<file path="config.mk">
export PLATFORM = sky130hd
export DESIGN_NAME = acc_adder
export DESIGN_NICKNAME = d
export VERILOG_FILES = /design/src/rtl/acc_adder.sv
export SDC_FILE = /design/constraint.sdc
export NUM_CORES = 1
export LEC_CHECK = 0
export CAP_MARGIN = 0
export CORE_MARGIN = 1
export CORE_UTILIZATION = 43
export CTS_CLUSTER_DIAMETER = 200
export DETAILED_ROUTE_END_ITERATION = 16
export GPL_TIMING_DRIVEN = 1
export PLACE_DENSITY = 0.75
export RECOVER_POWER = 100
export SLEW_MARGIN = 20
export SYNTH_ARGS = -nofsm -noshare
export SYNTH_HDL_FRONTEND = slang
export SYNTH_SLANG_ARGS = --single-unit
export TNS_END_PERCENT = 20
</file>
<file path="constraint.sdc">
create_clock -name i_clk -period 1.9 [get_ports i_clk]
set_clock_uncertainty 0.2 [all_clocks]
set_input_delay 0.475 -clock i_clk [delete_from_list [all_inputs] [get_ports i_clk]]
set_output_delay 0.475 -clock i_clk [all_outputs]
set_load 0.05 [all_outputs]
</file>
<file path="src/rtl/acc_adder.sv">
// acc_adder: single-stage registered adder / subtractor / accumulator with a
// valid/ready handshake on both sides.
//
// Parameters
//   P_WIDTH  operand width
//   P_ACC_W  result / accumulator width (must be >= P_WIDTH+1)
//   P_SAT    accumulate overflow policy: 0 wrap, 1 saturate to all-ones
//
// Ports
//   i_clk, i_rst_n          clock, async active-low reset
//   i_valid / o_ready       operation handshake (i_mode, i_a, i_b)
//   i_mode                  00 ADD, 01 SUB, 10 ACC, 11 CLR
//   o_valid / i_ready       result handshake (o_result, o_carry)
//   o_acc                   live accumulator register
//   o_ovf_sticky            accumulate overflow seen since last CLR / reset
module acc_adder #(
  parameter int P_WIDTH = 4,
  parameter int P_ACC_W = 8,
  parameter int P_SAT   = 0
) (
  input  logic               i_clk,
  input  logic               i_rst_n,
  input  logic               i_valid,
  output logic               o_ready,
  input  logic [1:0]         i_mode,
  input  logic [P_WIDTH-1:0] i_a,
  input  logic [P_WIDTH-1:0] i_b,
  output logic               o_valid,
  input  logic               i_ready,
  output logic [P_ACC_W-1:0] o_result,
  output logic               o_carry,
  output logic [P_ACC_W-1:0] o_acc,
  output logic               o_ovf_sticky
);

  localparam logic [1:0] MODE_ADD = 2'b00;
  localparam logic [1:0] MODE_SUB = 2'b01;
  localparam logic [1:0] MODE_ACC = 2'b10;
  localparam logic [1:0] MODE_CLR = 2'b11;

  typedef struct packed {
    logic [P_ACC_W-1:0] result;
    logic               carry;
  } resp_t;

  resp_t              resp_q, resp_d;
  logic               vld_q;
  logic [P_ACC_W-1:0] acc_q, acc_d;
  logic               stk_q, stk_d;
  logic               accept;

  logic [P_WIDTH:0]   sum;
  logic [P_WIDTH-1:0] diff;
  logic [P_ACC_W:0]   acc_sum;
  logic               acc_ovf;

  // The output register can take a new beat when it is empty or being
  // drained this cycle, so a consume and an accept can share one edge.
  assign o_ready = !vld_q || i_ready;
  assign accept  = i_valid && o_ready;

  assign sum     = {1'b0, i_a} + {1'b0, i_b};
  assign diff    = i_a - i_b;
  // One extra bit catches accumulator overflow. A saturated accumulator
  // overflows again for any nonzero addend, which keeps reporting it.
  assign acc_sum = {1'b0, acc_q} + (P_ACC_W+1)'(i_a);
  assign acc_ovf = acc_sum[P_ACC_W];

  always_comb begin
    resp_d = resp_q;
    acc_d  = acc_q;
    stk_d  = stk_q;
    case (i_mode)
      MODE_ADD: begin
        resp_d.result = P_ACC_W'(sum);
        resp_d.carry  = sum[P_WIDTH];
      end
      MODE_SUB: begin
        resp_d.result = P_ACC_W'(diff);
        resp_d.carry  = (i_a < i_b);
      end
      MODE_ACC: begin
        if (acc_ovf && (P_SAT != 0)) acc_d = '1;
        else                         acc_d = acc_sum[P_ACC_W-1:0];
        resp_d.result = acc_d;
        resp_d.carry  = acc_ovf;
        stk_d         = stk_q | acc_ovf;
      end
      MODE_CLR: begin
        resp_d.result = '0;
        resp_d.carry  = 1'b0;
        acc_d         = '0;
        stk_d         = 1'b0;
      end
      default: ;
    endcase
  end

  always_ff @(posedge i_clk or negedge i_rst_n) begin
    if (!i_rst_n) begin
      vld_q  <= 1'b0;
      resp_q <= '0;
      acc_q  <= '0;
      stk_q  <= 1'b0;
    end else if (accept) begin
      vld_q  <= 1'b1;
      resp_q <= resp_d;
      acc_q  <= acc_d;
      stk_q  <= stk_d;
    end else if (i_ready) begin
      // Drained with nothing behind it; the data registers keep their value.
      vld_q  <= 1'b0;
    end
  end

  assign o_valid      = vld_q;
  assign o_result     = resp_q.result;
  assign o_carry      = resp_q.carry;
  assign o_acc        = acc_q;
  assign o_ovf_sticky = stk_q;

endmodule

</file>
==> key figures, run 1 <==
Global route
  • Largest net degree at the start of global routing: 20
  • GRT overflow: 0
  • Initial antenna violation count: 0
  • First-pass GRT wire length: 6306 um
  • Tot GR Track Use: between 20% and 30%
  • Number of global-route vias before repair: around 1,300

Timing
  • Final slew viol count: 0
  • Final Hold Vio Count: 0
  • Final Worst Setup Slack: -0.2209 ns
  • Final worst path period need: 2.121 ns
  • Setup violations, final: 9
  • Unrepaired setup endpoints after global routing: yes
  • Slew headroom: between 20% and 30%
  • Worst hold margin: approximately 0.30 ns
  • Max Freq: around 470 MHz
  • Slew at the pin closest to its max-slew limit: 1.067 ns
  • Tcrit/Tclk final: 111.6%

Critical path
  • Kind of critical path: flip-flop to flip-flop
  • Critical R2R Launch: o_acc[0]$_DFFE_PN0P_
  • Cells on worst reg2reg path: 7
  • CP Data Arrival Time: 2.11 ns
  • CP startpoint: o_acc[0]$_DFFE_PN0P_
  • End of the critical path: o_result[4]$_DFFE_PN0P_
  • Nature of the critical path endpoint: flip-flop
  • R2R Setup Slk: -0.22 ns
  • Worst Setup Start Kind: flip-flop
  • Worst reg2reg endpoint: o_result[4]$_DFFE_PN0P_
  • Crit Path Max Fanout: 4
  • WP data required: about 1.9 ns

Routing
  • Wire length on met1: around 1600 um
  • Total wire length: about 3800 um
  • Max layer used: met4
  • Met3 routed WL: ~210 um
  • Via count: about 1,200
  • Routed wire length per instance: around 17 um
  • WL met2: 1921 um
  • Initial DRC count: 58
  • Vias/cell: around 5.6
  • DR pass1 iterations: 4
  • Post-route antenna net violation count: 0
  • Residual DRC count: 0

Power
  • Static Leakage: 0.9450 nW
  • Power Total: 0.001618 W
  • Maximum vdd drop: ~0.6 mV
  • Pwr dens: between 800 and 900 nW/um^2

Logic synthesis
  • Ranking of synthesized cells by area: dfrtp_1, ha_1, o21ai_0
  • Register area share after synthesis: roughly two fifths
  • Count of cell types in the netlist: 35
  • Syn Nets: ~160
  • Async S/R FF share, synth: 100.0%
  • Post-Synthesis Cell Area: between 1000 and 1500 um^2
  • Post-synth top area cell: dfrtp_1
  • FF+latch count, synth: 19
  • Synth warn: 0
  • EDFF count, synth: 0
  • Synth top area share: 38.04%
  • Syn Inst Count: 133
  • Mean post-synth cell area: 9.398 um^2
  • Ys flop type: dfrtp_1

Final layout
  • Leading cell types in the layout, fill and taps excluded: buf_4, nand2_1, dfrtp_1
  • Commonest non-fill, non-tap cell in the layout: buf_4
  • Nets: approximately 220
  • Final instance area: a little under 2000 um^2
  • Layout cells sized above 1: roughly two fifths
  • Antenna cells: 0
  • Final std cells w/o fill: between 200 and 250
  • P&R area growth vs syn: 57.56%

Floorplan
  • Row cnt: 19
  • Die width: about 56 um
  • Chip height: about 56 um
  • Core area: between 2000 and 3000 um^2
  • Starting Density: 45.33%
  • I/O pins: 34
  • Die Footprint: about 3100 um^2

Placed design
  • Post-DP Area: ~2000 um^2
  • GPL Wtd Cong: between 0.8 and 0.9
  • Placed insts: about 220
  • IO buf count: 33
  • Post-DP HPWL: between 2000 and 3000 um

Clock network
  • Root Driver: clkbuf_4
  • CTS tree: done
  • Clk sinks: 19
  • Total clock buffers created by CTS: 3
  • CTS Buffer Depth: 2
  • Clock Latency Late Sink: 0.30 ns
  • H-tree levels: 1
  • CTS clk-pin slew, worst paths: 0.11 ns
  • CTS Hold Bufs: 0

Status
  • Failing checks: negative setup slack
  • Status: finished with violations

Worst hold path
  • Hold Crit Class: flip-flop to flip-flop

Run
  • Max-cap violations: 0
-- cell usage after synthesis (3+ instances only) --
library cell and number:
nand2_1 20, dfrtp_1 19, o21ai_0 16, ha_1 12, nor2_1 9, inv_1 6, a21o_1 4, xor2_1 4
a211oi_1 3, a21oi_1 3, fa_1 3, xnor2_1 3
-- power by group --
group | leakage (nW) | internal [W] | switching, W
combinational | 0.677 | 0.000395 | 0.000488
clock | 0.0177 | 0.0000784 | 0.000134
sequential | 0.250 | 0.000460 | 0.0000624
total | 0.945 | 0.000934 | 0.000684
-- cell type report --
class | count | area, um^2
flip-flops and latches | 19 | 476.7
clock buffers | 3 | 22.52
well taps | 31 | 38.79
multi-input cells | 103 | 854.6
repair buffers | 59 | 545.5
inverters | 7 | 26.28
clock inverters | 1 | 5.005
fillers | 188 | 788.3
-- routing by layer --
layer	global-route usage, %	vias to the layer above
met2	44.92	55
met4	8.014	0
li1	-	592
met5	0	-
met3	2.791	8
met1	34.04	592
-- worst max-delay path, cell delays in order (launching register included) --
cell     delay [ns]
dfrtp_2        0.45
ha_4           0.17
fa_2           0.33
a21o_1         0.19
a21o_1         0.22
xnor2_1        0.16
nor2_1         0.05
a221o_1        0.25
-- worst min path at each step --
| stage | startpoint | end | slack [ns] | cells past startpoint |
|---|---|---|---|---|
| final | o_result[0]$_DFFE_PN0P_ | o_result[0]$_DFFE_PN0P_ | 0.30 | 2 |
| after detailed placement | o_result[0]$_DFFE_PN0P_ | o_result[0]$_DFFE_PN0P_ | 0.34 | 2 |
| after floorplan | i_rst_n | o_acc[0]$_DFFE_PN0P_ | -0.02 | 0 |
| after global routing | o_result[0]$_DFFE_PN0P_ | o_result[0]$_DFFE_PN0P_ | 0.34 | 2 |
| after CTS | i_rst_n | o_valid$_DFFE_PN0P_ | 0.29 | 2 |
| after global placement | o_result[2]$_DFFE_PN0P_ | o_result[2]$_DFFE_PN0P_ | 0.32 | 2 |
-- what timing repair did --
action	in CTS	in global routing
resized for setup	31	13
pin swaps	7	6
endpoints found under the setup margin	15	15
buffers inserted	2	1
-- logic make-up (layout without fill, tap and decap cells) --
| family | after synthesis | count (layout) | share of synthesized area, % |
|---|---|---|---|
| muxes | 1 | 1 | 0.8008 |
| DFF | 19 | 19 | 38.04 |
| and+or+nand+nor | 38 | 38 | 13.61 |
| adders and majority gates | 15 | 15 | 16.82 |
| xor gates and xnor gates | 7 | 7 | 4.905 |
| buffers and inverters | 11 | 70 | 3.503 |
| AOI/OAI and AO/OA | 42 | 42 | 22.32 |
-- per-stage QoR --
stage | setup WS, ns | TNS (ns) | util, %
after floorplan | -0.2724 | -3.120 | -
after global placement | -0.7350 | -9.178 | 72.19
after detailed placement | -0.7824 | -10.10 | 72.19
after CTS | -0.1722 | -0.9694 | 76.77
after global routing | -0.2843 | -1.829 | 71.42
final | -0.2209 | -1.096 | 71.42
-- flip-flops by register name (all words and copies together) (netlist names) --
name and count:
o_ovf_sticky 1, o_carry 1, o_valid 1, o_acc 8
o_result 8
No activity file was read; power rests on OpenSTA's default activity.
==> run 2: changes to the inputs <==
--- a/config.mk
+++ b/config.mk
@@ -6,12 +6,13 @@
 export NUM_CORES = 1
 export LEC_CHECK = 0
 export CAP_MARGIN = 0
-export CORE_MARGIN = 1
-export CORE_UTILIZATION = 43
+export CORE_MARGIN = 3
+export CORE_UTILIZATION = 48
 export CTS_CLUSTER_DIAMETER = 200
+export CTS_CLUSTER_SIZE = 30
 export DETAILED_ROUTE_END_ITERATION = 16
 export GPL_TIMING_DRIVEN = 1
-export PLACE_DENSITY = 0.75
+export PLACE_DENSITY = 0.8
 export RECOVER_POWER = 100
 export SLEW_MARGIN = 20
 export SYNTH_ARGS = -nofsm -noshare
==> constraint.sdc (replaced) <==
create_clock -name i_clk -period 2.4 [get_ports i_clk]
set_clock_uncertainty 0.2 [all_clocks]
set_input_delay 0.6 -clock i_clk [delete_from_list [all_inputs] [get_ports i_clk]]
set_output_delay 0.6 -clock i_clk [all_outputs]
set_load 0.05 [all_outputs]
==> run 2 against run 1 <==
The flow now finishes without violations; via count is 2.5% lower; cell area is 9.8% lower; die area is 4.0% higher; global-route usage is 4.0 points lower; register-to-register slack better by 0.43 ns; flip-flop and latch count stayed put; critical path depth stayed put; sequential share of layout area is 2.6 points higher; hold slack worse by 0.0027 ns; first-iteration DRC count is 38% lower; sequential power is 22% lower; non-clock buffer count is 6 lower; critical path type is now input pin to flip-flop; critical endpoint is now o_result[3]$_DFFE_PN0P_.
==> key figures, run 2 (same netlist as run 1, synthesis figures left out) <==
Final layout
  • Antenna cells: 0 (unchanged)
  • P&R area growth vs syn: 42.14%
  • Layout cells sized above 1: 18.82% (-23 points)
  • Nets: 216 (-2.7%)
  • Number of fill cells: 184 (-2.1%)
  • Leading cell types in the layout, fill and taps excluded: clkdlybuf4s50_1, nand2_1, dfrtp_1
  • Final instance area: 1777 um^2 (-9.8%)
  • Commonest non-fill, non-tap cell in the layout: clkdlybuf4s50_1

Clock network
  • H-tree levels: 1 (unchanged)
  • CTS clk-pin slew, worst paths: 0.12 ns (about the same)
  • Clock Latency Late Sink: 0.31 ns (about the same)
  • Clk sinks: 19 (unchanged)
  • CTS Buffer Depth: 2 (unchanged)
  • CTS Hold Bufs: 0 (unchanged)
  • Root Driver: clkbuf_4
  • Total clock buffers created by CTS: 3 (unchanged)
  • CTS tree: done

Placed design
  • Post-DP Area: 1733 um^2 (-13%)
  • Worst slack, placed: -0.4897 ns (+0.2928 ns)
  • IO buf count: 33 (unchanged)
  • Post-DP HPWL: 2696 um (+6.5%)
  • GPL Wtd Cong: 0.8854 (+5.8%)

Routing
  • Residual DRC count: 0 (unchanged)
  • Initial DRC count: 36 (-38%)
  • Via count: 1,216 (-2.5%)
  • Routed wire length per instance: 15.97 um (-5.5%)
  • DR pass1 iterations: 4 (unchanged)
  • Total wire length: 3418 um (-9.3%)
  • Post-route antenna net violation count: 0 (unchanged)
  • Vias/cell: 5.682 (+1.6%)

Critical path
  • Critical Path, Cell by Cell: clkdlybuf4s50_1 > ha_1 > a21oi_2 > o21ai_1 > a22oi_2 > xnor2_1 > a221o_1
  • Peak per-stage delay on the critical path: 0.51 ns (+0.06 ns)
  • Worst Setup Start Kind: input pin
  • CP Data Arrival Time: 2.37 ns (+0.26 ns)
  • CP top delay family: compound AO/OA/AOI/OAI gates
  • Nature of the critical path endpoint: flip-flop
  • Crit path buf inv count: 1 (+1)
  • WP data required: 2.41 ns (+0.52 ns)
  • Crit Path Max Fanout: 4 (unchanged)
  • Kind of critical path: input pin to flip-flop
  • Slowest CP cell: clkdlybuf4s50_1

Floorplan
  • I/O pins: 34 (unchanged)
  • Die Footprint: 3252 um^2 (+4.0%)
  • Chip height: 57.03 um (+2.0%)
  • Row cnt: 17 (-2)
  • Starting Density: 53.42% (+8.1 points)
  • Core area: 2340 um^2 (-15%)
  • Die width: 57.03 um (+2.0%)

Timing
  • Slew headroom: 32.48% (+3.6 points)
  • Max Freq: ~420 MHz
  • Final Worst Setup Slack: 0.04187 ns (+0.2628 ns)
  • Setup violations, final: 0 (-9)
  • Final slew viol count: 0 (unchanged)
  • Final Hold Vio Count: 0 (unchanged)
  • Tcrit/Tclk final: between 90 and 100%
  • Unrepaired setup endpoints after global routing: yes
  • Slew at the pin closest to its max-slew limit: 1.013 ns (-0.05445 ns)
  • Final worst path period need: about 2.4 ns

Global route
  • Number of global-route vias before repair: 1,233 (-1.9%)
  • Tot GR Track Use: 21.89% (-4.0 points)
  • Initial antenna violation count: 0 (unchanged)
  • GRT overflow: 0 (unchanged)
  • Largest net degree at the start of global routing: 20 (unchanged)
  • First-pass GRT wire length: 5561 um (-12%)

Worst hold path
  • Hold Crit Class: flip-flop to flip-flop

Power
  • Pwr dens: 641.1 nW/um^2 (-22%)
  • Maximum vdd drop: 0.6027 mV (-0.47%)
  • Static Leakage: 0.8299 nW (-12%)

Run
  • Max-cap violations: 0 (unchanged)

Status
  • Status: finished clean
run 2: cell count changes in the layout (fill, tap and decap cells not counted), moves of 6 or more:
cell / change
buf_12: -7
buf_4: -6
clkbuf_2: -13
clkdlybuf4s50_1: +20
o21ai_0: +6
run 2: repair_timing:
item                                   CTS  global route
setup endpoints to repair                8             6
pin swaps                                4             0
setup buffers                            2             0
gates resized for setup                  4             6
endpoints found under the hold margin    0             0
run 2: metal layers:
layer  GRT usage, %  up-vias  wire length [um]
li1               -      581                 -
met1          26.99      582              1460
met2          38.83       44              1733
met3          5.430        9               160
met4          4.305        0                63
met5              0        -                 0
run 2: layout make-up:
cell class | instances | area (um^2) | share of cell area (%)
multi-input combinational | 103 | 757.0 | 42.61
sequential | 19 | 475.5 | 26.76
timing repair buffer | 53 | 455.4 | 25.63
tap | 28 | 35.03 | 1.972
inverter | 7 | 26.28 | 1.479
clock buffer | 3 | 22.52 | 1.268
clock inverter | 1 | 5.005 | 0.2817
run 2: path summary, 6_finish.rpt:
check | slack [ns] | end | start | cells past startpoint
max | 0.04 | o_result[3]$_DFFE_PN0P_ | i_a[2] | 7
min | 0.30 | o_result[7]$_DFFE_PN0P_ | o_result[7]$_DFFE_PN0P_ | 2
max reg2reg | 0.21 | o_result[4]$_DFFE_PN0P_ | o_acc[0]$_DFFE_PN0P_ | 7
min reg2reg | 0.30 | o_result[7]$_DFFE_PN0P_ | o_result[7]$_DFFE_PN0P_ | 2
max in group asynchronous | 0.59 | o_acc[1]$_DFFE_PN0P_ | i_rst_n | 2
min in group asynchronous | 0.77 | o_result[2]$_DFFE_PN0P_ | i_rst_n | 2
run 2: through the flow:
stage | setup TNS [ns] | utilization, % | hold WS (ns) | power (W) | cells
floorplan | 0 | - | 0.1044 | 0.0007486 | 133
global placement | -3.805 | 74.06 | 0.2604 | 0.0009369 | 208
detailed placement | -4.629 | 74.06 | 0.2722 | 0.0009609 | 208
CTS | 0 | 75.99 | 0.2987 | 0.001131 | 214
global route | -0.02941 | 75.94 | 0.3444 | 0.001203 | 214
finish | 0 | 75.94 | 0.2961 | 0.001139 | 214
run 2: tightest hold or removal path, cell delays in order, from the launching register on:
cell	delay [ns]
dfrtp_1	0.36
nand2_1	0.04
o21ai_0	0.06
run 2: report_power, final:
part / leakage (nW) / internal, W / switching (W) / total, W
clock network: 0.0177 / 0.0000623 / 0.000103 / 0.000165
logic: 0.561 / 0.000224 / 0.000343 / 0.000568
registers: 0.251 / 0.000364 / 0.0000425 / 0.000407
total: 0.830 / 0.000651 / 0.000488 / 0.00114
==> run 3: changes to the inputs <==
--- a/config.mk
+++ b/config.mk
@@ -11,7 +11,6 @@
 export CTS_CLUSTER_DIAMETER = 200
 export CTS_CLUSTER_SIZE = 30
 export DETAILED_ROUTE_END_ITERATION = 16
-export GPL_TIMING_DRIVEN = 1
 export PLACE_DENSITY = 0.8
 export RECOVER_POWER = 100
 export SLEW_MARGIN = 20
==> results of run 3 <==
Same layout as run 2: the final DEF is identical, and so are final timing and power.
